<file path="src/rtl/dmem_lsu_if.sv">
// Request/response handshake plus word-only data-memory bus of the load/store unit.
// slave = the LSU's view, master = execute stage and memory side.
interface dmem_lsu_if #(
    parameter int N = 32
);
    // execute-stage request / response
    logic         req_valid;
    logic         req_ready;
    logic         req_load;
    logic         req_store;
    logic [1:0]   req_size;
    logic         req_signed;
    logic [N-1:0] req_addr;
    logic [N-1:0] req_wdata;
    logic         resp_valid;
    logic [N-1:0] resp_rdata;
    logic         resp_err;

    // data memory, whole aligned words only
    logic         mem_readEn;
    logic         mem_writeEn;
    logic [N-1:0] mem_address;
    logic [N-1:0] mem_datain;
    logic [N-1:0] mem_dataout;

    modport slave (
        input  req_valid, req_load, req_store, req_size, req_signed, req_addr, req_wdata,
        input  mem_dataout,
        output req_ready, resp_valid, resp_rdata, resp_err,
        output mem_readEn, mem_writeEn, mem_address, mem_datain
    );

    modport master (
        output req_valid, req_load, req_store, req_size, req_signed, req_addr, req_wdata,
        output mem_dataout,
        input  req_ready, resp_valid, resp_rdata, resp_err,
        input  mem_readEn, mem_writeEn, mem_address, mem_datain
    );
endinterface

</file>
<file path="src/rtl/dmem_lsu.sv">
// Load/store unit: big-endian byte/half/word access to a word-only memory with RMW for sub-word stores.
// Optional macro DMEM_LSU_MISALIGN_TRAP_EN: misaligned half/word requests error out instead of aligning down.
module dmem_lsu #(
    parameter int N = 32
) (
    input  logic       clk,
    input  logic       rstn,
    dmem_lsu_if.slave  bus
);
    localparam logic [1:0] SZ_BYTE = 2'b00;
    localparam logic [1:0] SZ_HALF = 2'b01;
    localparam logic [1:0] SZ_WORD = 2'b10;
    localparam logic [1:0] SZ_BAD  = 2'b11;

    typedef enum logic [2:0] {
        IDLE,
        RD,
        RMW_RD,
        WR,
        RESP
    } state_t;

    state_t       state_reg;
    state_t       state_next;

    logic         load_reg;
    logic         signed_reg;
    logic         err_reg;
    logic [1:0]   size_reg;
    logic [N-1:0] addr_reg;
    logic [N-1:0] wdata_reg;
    logic [N-1:0] wbuf_reg;
    logic [N-1:0] rdata_reg;

    logic         accept;
    logic         req_err;
    logic [N-1:0] req_addr_eff;
    logic [N-1:0] mem_aligned_addr;

    logic [7:0]   lane_byte [4];
    logic [7:0]   sel_byte;
    logic [15:0]  sel_half;
    logic [N-1:0] load_ext;
    logic [N-1:0] merged_word;

    // ------------------------------------------------------------------
    // Request decode: error classification and effective address
    // ------------------------------------------------------------------
    always_comb begin
        req_addr_eff = bus.req_addr;
        req_err      = (bus.req_load == bus.req_store) || (bus.req_size == SZ_BAD);
`ifdef DMEM_LSU_MISALIGN_TRAP_EN
        if ((bus.req_size == SZ_HALF && bus.req_addr[0]) ||
            (bus.req_size == SZ_WORD && bus.req_addr[1:0] != 2'b00)) begin
            req_err = 1'b1;
        end
`else
        // misaligned accesses are quietly pulled down to their natural boundary
        if (bus.req_size == SZ_HALF) begin
            req_addr_eff[0] = 1'b0;
        end else if (bus.req_size == SZ_WORD) begin
            req_addr_eff[1:0] = 2'b00;
        end
`endif
    end

    assign mem_aligned_addr = {addr_reg[N-1:2], 2'b00};

    // ------------------------------------------------------------------
    // Lane extraction and sub-word merge; lane 0 is the most significant byte
    // ------------------------------------------------------------------
    genvar gi;
    generate
        for (gi = 0; gi < 4; gi++) begin : g_lane
            logic [7:0] half_src;
            logic       hit_byte;
            logic       hit_half;

            if (gi % 2 == 0) begin : g_hi
                assign half_src = wdata_reg[15:8];
            end else begin : g_lo
                assign half_src = wdata_reg[7:0];
            end

            assign lane_byte[gi] = bus.mem_dataout[N-1-8*gi -: 8];
            assign hit_byte      = (size_reg == SZ_BYTE) && (addr_reg[1:0] == 2'(gi));
            assign hit_half      = (size_reg == SZ_HALF) && (addr_reg[1] == 1'(gi / 2));
            assign merged_word[N-1-8*gi -: 8] = hit_byte ? wdata_reg[7:0] :
                                                hit_half ? half_src       :
                                                           lane_byte[gi];
        end
    endgenerate

    assign sel_byte = lane_byte[addr_reg[1:0]];
    assign sel_half = addr_reg[1] ? bus.mem_dataout[15:0] : bus.mem_dataout[N-1:16];

    always_comb begin
        case (size_reg)
            SZ_BYTE: load_ext = {{(N-8){signed_reg & sel_byte[7]}}, sel_byte};
            SZ_HALF: load_ext = {{(N-16){signed_reg & sel_half[15]}}, sel_half};
            default: load_ext = bus.mem_dataout;
        endcase
    end

    // ------------------------------------------------------------------
    // FSM: state register
    // ------------------------------------------------------------------
    always_ff @(posedge clk) begin
        if (!rstn) begin
            state_reg <= IDLE;
        end else begin
            state_reg <= state_next;
        end
    end

    // ------------------------------------------------------------------
    // FSM: next state and outputs
    // ------------------------------------------------------------------
    always_comb begin
        state_next      = state_reg;
        accept          = 1'b0;
        bus.req_ready   = 1'b0;
        bus.resp_valid  = 1'b0;
        bus.resp_rdata  = '0;
        bus.resp_err    = 1'b0;
        bus.mem_readEn  = 1'b0;
        bus.mem_writeEn = 1'b0;
        bus.mem_address = '0;
        bus.mem_datain  = '0;

        case (state_reg)
            IDLE: begin
                bus.req_ready = 1'b1;
                if (bus.req_valid) begin
                    accept = 1'b1;
                    if (req_err) begin
                        state_next = RESP;
                    end else if (bus.req_load) begin
                        state_next = RD;
                    end else if (bus.req_size == SZ_WORD) begin
                        state_next = WR;
                    end else begin
                        state_next = RMW_RD;
                    end
                end
            end
            RD: begin
                bus.mem_readEn  = 1'b1;
                bus.mem_address = mem_aligned_addr;
                state_next      = RESP;
            end
            RMW_RD: begin
                bus.mem_readEn  = 1'b1;
                bus.mem_address = mem_aligned_addr;
                state_next      = WR;
            end
            WR: begin
                bus.mem_writeEn = 1'b1;
                bus.mem_address = mem_aligned_addr;
                bus.mem_datain  = (size_reg == SZ_WORD) ? wdata_reg : wbuf_reg;
                state_next      = RESP;
            end
            RESP: begin
                bus.resp_valid = 1'b1;
                bus.resp_err   = err_reg;
                bus.resp_rdata = (load_reg && !err_reg) ? rdata_reg : '0;
                state_next     = IDLE;
            end
            default: begin
                state_next = IDLE;
            end
        endcase
    end

    // ------------------------------------------------------------------
    // Request capture and datapath registers
    // ------------------------------------------------------------------
    always_ff @(posedge clk) begin
        if (!rstn) begin
            load_reg   <= 1'b0;
            signed_reg <= 1'b0;
            err_reg    <= 1'b0;
            size_reg   <= 2'b00;
            addr_reg   <= '0;
            wdata_reg  <= '0;
            wbuf_reg   <= '0;
            rdata_reg  <= '0;
        end else begin
            case (state_reg)
                IDLE: begin
                    if (accept) begin
                        load_reg   <= bus.req_load;
                        signed_reg <= bus.req_signed;
                        err_reg    <= req_err;
                        size_reg   <= bus.req_size;
                        addr_reg   <= req_addr_eff;
                        wdata_reg  <= bus.req_wdata;
                        wbuf_reg   <= '0;
                        rdata_reg  <= '0;
                    end
                end
                RD: begin
                    rdata_reg <= load_ext;
                end
                RMW_RD: begin
                    wbuf_reg <= merged_word;
                end
                default: begin
                end
            endcase
        end
    end
endmodule
</file>
<file path="src/flat_wrapper.sv">
// flat-port wrapper written by rule: the top's interface ports become plain ports
module dmem_lsu_flat 
#(
    parameter int N = 32
)
  (clk, rstn, bus_req_valid, bus_req_load, bus_req_store, bus_req_size, bus_req_signed, bus_req_addr, bus_req_wdata, bus_mem_dataout, bus_req_ready, bus_resp_valid, bus_resp_rdata, bus_resp_err, bus_mem_readEn, bus_mem_writeEn, bus_mem_address, bus_mem_datain);
  dmem_lsu_if #(.N(N)) bus_i ();
  input  logic clk;
  input  logic rstn;
  input wire logic [$bits(bus_i.req_valid)-1:0] bus_req_valid;
  input wire logic [$bits(bus_i.req_load)-1:0] bus_req_load;
  input wire logic [$bits(bus_i.req_store)-1:0] bus_req_store;
  input wire logic [$bits(bus_i.req_size)-1:0] bus_req_size;
  input wire logic [$bits(bus_i.req_signed)-1:0] bus_req_signed;
  input wire logic [$bits(bus_i.req_addr)-1:0] bus_req_addr;
  input wire logic [$bits(bus_i.req_wdata)-1:0] bus_req_wdata;
  input wire logic [$bits(bus_i.mem_dataout)-1:0] bus_mem_dataout;
  output wire logic [$bits(bus_i.req_ready)-1:0] bus_req_ready;
  output wire logic [$bits(bus_i.resp_valid)-1:0] bus_resp_valid;
  output wire logic [$bits(bus_i.resp_rdata)-1:0] bus_resp_rdata;
  output wire logic [$bits(bus_i.resp_err)-1:0] bus_resp_err;
  output wire logic [$bits(bus_i.mem_readEn)-1:0] bus_mem_readEn;
  output wire logic [$bits(bus_i.mem_writeEn)-1:0] bus_mem_writeEn;
  output wire logic [$bits(bus_i.mem_address)-1:0] bus_mem_address;
  output wire logic [$bits(bus_i.mem_datain)-1:0] bus_mem_datain;
  assign bus_i.req_valid = bus_req_valid;
  assign bus_i.req_load = bus_req_load;
  assign bus_i.req_store = bus_req_store;
  assign bus_i.req_size = bus_req_size;
  assign bus_i.req_signed = bus_req_signed;
  assign bus_i.req_addr = bus_req_addr;
  assign bus_i.req_wdata = bus_req_wdata;
  assign bus_i.mem_dataout = bus_mem_dataout;
  assign bus_req_ready = bus_i.req_ready;
  assign bus_resp_valid = bus_i.resp_valid;
  assign bus_resp_rdata = bus_i.resp_rdata;
  assign bus_resp_err = bus_i.resp_err;
  assign bus_mem_readEn = bus_i.mem_readEn;
  assign bus_mem_writeEn = bus_i.mem_writeEn;
  assign bus_mem_address = bus_i.mem_address;
  assign bus_mem_datain = bus_i.mem_datain;
  dmem_lsu #(.N(N)) u_core (.clk(clk), .rstn(rstn), .bus(bus_i));
endmodule
</file>
<file path="config.mk">
export PLATFORM = sky130hd
export DESIGN_NAME = dmem_lsu_flat
export DESIGN_NICKNAME = d
export VERILOG_FILES = /design/src/rtl/dmem_lsu_if.sv /design/src/rtl/dmem_lsu.sv /design/src/flat_wrapper.sv
export SDC_FILE = /design/constraint.sdc
export NUM_CORES = 1
export LEC_CHECK = 0
export CAP_MARGIN = 40
export CELL_PAD_IN_SITES_DETAIL_PLACEMENT = 0
export CELL_PAD_IN_SITES_GLOBAL_PLACEMENT = 2
export CORE_MARGIN = 3
export CORE_UTILIZATION = 26
export CTS_CLUSTER_DIAMETER = 200
export DETAILED_ROUTE_END_ITERATION = 16
export PLACE_DENSITY_LB_ADDON = 0.05
export SLEW_MARGIN = 20
export SYNTH_ARGS = -nofsm -noshare
export SYNTH_HDL_FRONTEND = slang
export SYNTH_SLANG_ARGS = --single-unit
</file>
<file path="constraint.sdc">
create_clock -name clk -period 1.9 [get_ports clk]
set_input_delay 0.38 -clock clk [delete_from_list [all_inputs] [get_ports clk]]
set_output_delay 0.38 -clock clk [all_outputs]
set_load 0.05 [all_outputs]
</file>
# After elaboration in Yosys (flattened, before gate mapping)
# Cells that the tools add are included.
# op_classes
reduce_logical	20
n_eq_ne	15
muxes	36
magnitude_cmp	1
bitwise_logic	4
# op_table
cell	count
32-bit 2-to-1 mux	6
32-bit case mux with 2 select lines	3
8-bit 2-to-1 mux	10
8-bit binary-select mux with 2-bit select	1
16-bit 2-to-1 mux	1
2-bit == test (second input constant)	5
1-bit 2-to-1 mux	10
3-bit 2-to-1 mux	3
3-bit case mux with 3 select lines	1
1-bit logical AND	7
2-bit by 1-bit == test with 1-bit output (second input constant)	3
3-bit by 2-bit == test with 1-bit output (second input constant)	2
2-bit AND reduction	3
2-bit logical NOT	2
2-bit nonzero test	2
2-bit OR reduction	2
3-bit by 1-bit == test with 1-bit output (second input constant)	1
3-bit == test (second input constant)	1
3-bit >= comparator (second input constant)	1
3-bit logical NOT	1
2-bit inverter with 3-bit output	1
3-bit OR reduction	1
1-bit bitwise AND	2
2-bit 2-to-1 mux	1
6 further kinds	6
# word_totals
out_inout_bits	101
word_cells	85
regBits	136
inputBits	104

# Depth between registers and ports, before layout
# depth
word_depth	7
ltp_mapped	8
ltp_nobuf	4

# Worst setup path before layout
# OpenSTA, ideal clock, no wires.
# synth_path
path_type	reg-to-output
startpoint	reg u_core.state_reg[1]
endpoint	out bus_resp_rdata[10]
n_path_buf	2
path_slack_ns	-0.477
path_stages_with_launch	7
arrival_ns	1.997
required_ns	1.520
cell_sequence	dfxtp_1 -> buf_2 -> nor2_1 -> and2_1 -> and3b_1 -> clkbuf_1 -> and2_1
# synth_via
elab_chain_cells	2
# synth_rtl
item	line	text
start, declared	dmem_lsu.sv:23	state_t state_reg;
start signal, assigned	dmem_lsu.sv:112	state_reg <= state_next;
3-bit == test	dmem_lsu.sv:131	case (state_reg)
32-bit 2-to-1 mux	dmem_lsu.sv:131	
end, declared	flat_wrapper.sv:20	output wire logic [$bits(bus_i.resp_rdata)-1:0] bus_resp_rdata;
# Every way passes these cells.

# Final worst setup path
# layout_path
startpoint	reg u_core.state_reg[1]
endpoint	out bus_resp_rdata[27]
# Same word-level chain as after synthesis.

==> reports/metrics.cfg <==
[outcome]
status=finished with violations
violations=negative setup slack

[timing]
hold_viol=0
finalHoldWorstSlack_ns=0.453
finalSetupViolCount=96
rsz0062_at_grt=true
fmax_mhz=458
skew_ns=0.0146
fin_crit_sh_pct=115
fin_tns_setup_ns=-21.76
relSlewSlack_pct=65.2
fin_ws_ns=-0.282
finalCriticalPeriod_ns=2.18
maxSlewViolCount=0
tightest_slew_ns=0.508

[logic_synthesis]
synth_area_leaders=dfxtp_1, nand2_1, a21oi_1
synth_most_common_cell=nand2_1
synth-adder-area-share_pct=0
synth_top_family_by_area=simple AND/OR/NAND/NOR gates
synth_xor_xnor_area_share_pct=0
synth_top_area_cell=dfxtp_1
synthArstFlopShare_pct=0
synth_simple_gate_area_share_pct=26.1
yosys_warnings=0
synthTopCellsByCount=nand2_1, dfxtp_1, a21oi_1
avgSynthCellArea_um2=7.68
synthDistinctLibCells=41
synth_compound_area_share_pct=22.0
synth_edf_count=0
synthMuxAreaShare_pct=5.23
syn-cell-area_um2=6550
seq_area_frac_synth_pct=41.5
ys_ff_latch=136
syn_inst=853
synthFlopType=dfxtp_1
yosysTopAreaCellShare_pct=41.5

[power_and_ir_drop]
power_leakage_nw=4.59
power.density_nw_per_um2=646
ir_drop_uv=493

[clock_network]
insertion_delay_ns=0.42
htreeDepth=4
clkTransAtPathRegs_ns=0.06
clock_sinks=136
cts_hold_buf=0
clockBufferDepth=2
cts_buffers=17
cts_tree=done
cts_root_buf=clkbuf_16

[placement]
post-dp-hpwl_mm=19.3
gp_congestion=0.786
port_buffers=202
dpl_worst_slack_ns=-0.190

[detailed_routing]
drc_errors=0
routed_via_density=4.78
initialDrtViolationCount=358
drtAntennaViolNets=0
wl_mm=28.0
post_drt_wl_per_cell_um=19.3
dr.pass1.iters=7
vias=6921

[final_layout]
fin_nets=1216
fin_util_pct=49.8
layout-drive-gt1-share_pct=33.9
n_antenna_cell=0
area_growth_pct=86.3

[floorplanning]
ios=205
dieArea_um2=27100
rows=57
die_x_um=165
initial_core_util_pct=26.7
core_um2=24500
die_h_um=165

[grt]
grt_overflow=0
antenna_found_initial=0
gr-usage-all-layers_pct=20.4
grt_pass1_vias=7095
grt_max_degree=75
grt_pass1_wl_mm=41.8

[job]
drv_cap=0

[hold_path]
whs_path_depth=2
min_from=u_core.addr_reg[25]
hold_path.class=register to register
holdPathEnd=u_core.addr_reg[25]

[critical_path]
cp_data_arrival_time_ns=1.80
end_kind=output port
worst_ep_required_time_ns=1.52
ff2ff_setup_slack_ns=0.10
critPathKind=register to output port
worstSetupStartpointType=register
worstRegToRegCells=9
crit_fanout=8
reg2reg_from=u_core.state_reg[1]
worstReg2RegEnd=u_core.rdata_reg[31]

## kinds of logic (layout without fill, tap and decap cells)
family	after synthesis	count (layout)
other	1	2
buffers and inverters	78	349
AND/OR/NAND/NOR	362	362
multiplexers	34	34
flip-flops	136	136
AO/OA/AOI/OAI	242	242
## final cells by class
cell class	count	area [um^2]
multi-input cells	640	4140
inverters	6	25.0
clock buffers	19	453
clock inverters	13	121
flip-flops and latches	136	2740
repair buffers	311	4330
well taps	324	405
fillers	2409	12300
## worst max-delay path by stage
stage	cells after the start	end	start	slack, ns
finish	7	bus_resp_rdata[27]	u_core.state_reg[1]	-0.28
global route	7	bus_resp_rdata[27]	u_core.state_reg[0]	-0.36
CTS	7	bus_resp_rdata[12]	u_core.state_reg[1]	-0.27
detailed placement	6	u_core.rdata_reg[19]	bus_mem_dataout[15]	-0.19
global placement	6	u_core.rdata_reg[22]	bus_mem_dataout[15]	-0.22
floorplan	6	bus_mem_datain[11]	u_core.size_reg[1]	-0.04
## what timing repair did
| action | in CTS | in global routing |
|---|---|---|
| endpoints found under the setup margin | 96 | 181 |
| gates resized for setup | 81 | 35 |
| pin swaps | 51 | 18 |
| hold endpoints to repair | 0 | 0 |
| cloned | 10 | 3 |
| setup buffers | 21 | 4 |
## where the power goes
group | internal (mW) | switching (mW)
combinational | 0.734 | 0.796
sequential | 2.98 | 0.0880
clock | 1.88 | 1.41
total | 5.60 | 2.30
## per-layer routing
metal | vias to the layer above | global-route usage, % | routed length [um]
li1 | 3452 | - | -
met5 | - | 0 | 0
met3 | 15 | 5.22 | 1670
met1 | 3288 | 24.9 | 12000
met4 | 0 | 4.96 | 307
met2 | 166 | 35.7 | 14000
## per-stage QoR
| stage | cell area [um^2] | std cells | total power, mW |
|---|---|---|---|
| 2_1_floorplan | 7010 | 854 | 3.75 |
| 3_3_place_gp | 10800 | 1384 | 4.47 |
| 3_5_place_dp | 10800 | 1384 | 4.48 |
| 4_1_cts | 12100 | 1446 | 7.96 |
| 5_1_grt | 12200 | 1449 | 8.24 |
| 6_report | 12200 | 1449 | 7.89 |
## worst max-delay path, cell delays in order (launching register included)
cell and delay [ns]:
dfxtp_4 0.36, nor2_4 0.09, and2_4 0.15, and3b_2 0.21, buf_6 0.14, clkbuf_16 0.16
and2_4 0.15, buf_12 0.13
## cell usage in the layout, fill, tap and decap left out, types with 9 or more instances in the layout
| cell type | instances |
|---|---|
| mux2i_1 | 32 |
| and2_1 | 9 |
| nand2b_1 | 9 |
| a21oi_1 | 98 |
| and2_4 | 65 |
| buf_12 | 117 |
| a21oi_4 | 32 |
| nor3_1 | 9 |
| nor2b_1 | 11 |
| clkbuf_16 | 20 |
| nand2_1 | 215 |
| o21ai_0 | 47 |
| a211oi_1 | 23 |
| a221o_1 | 16 |
| buf_4 | 65 |
| dfxtp_1 | 131 |
| clkdlybuf4s50_1 | 103 |
| buf_6 | 13 |
Note: power is estimated with default switching activity, not from simulation.
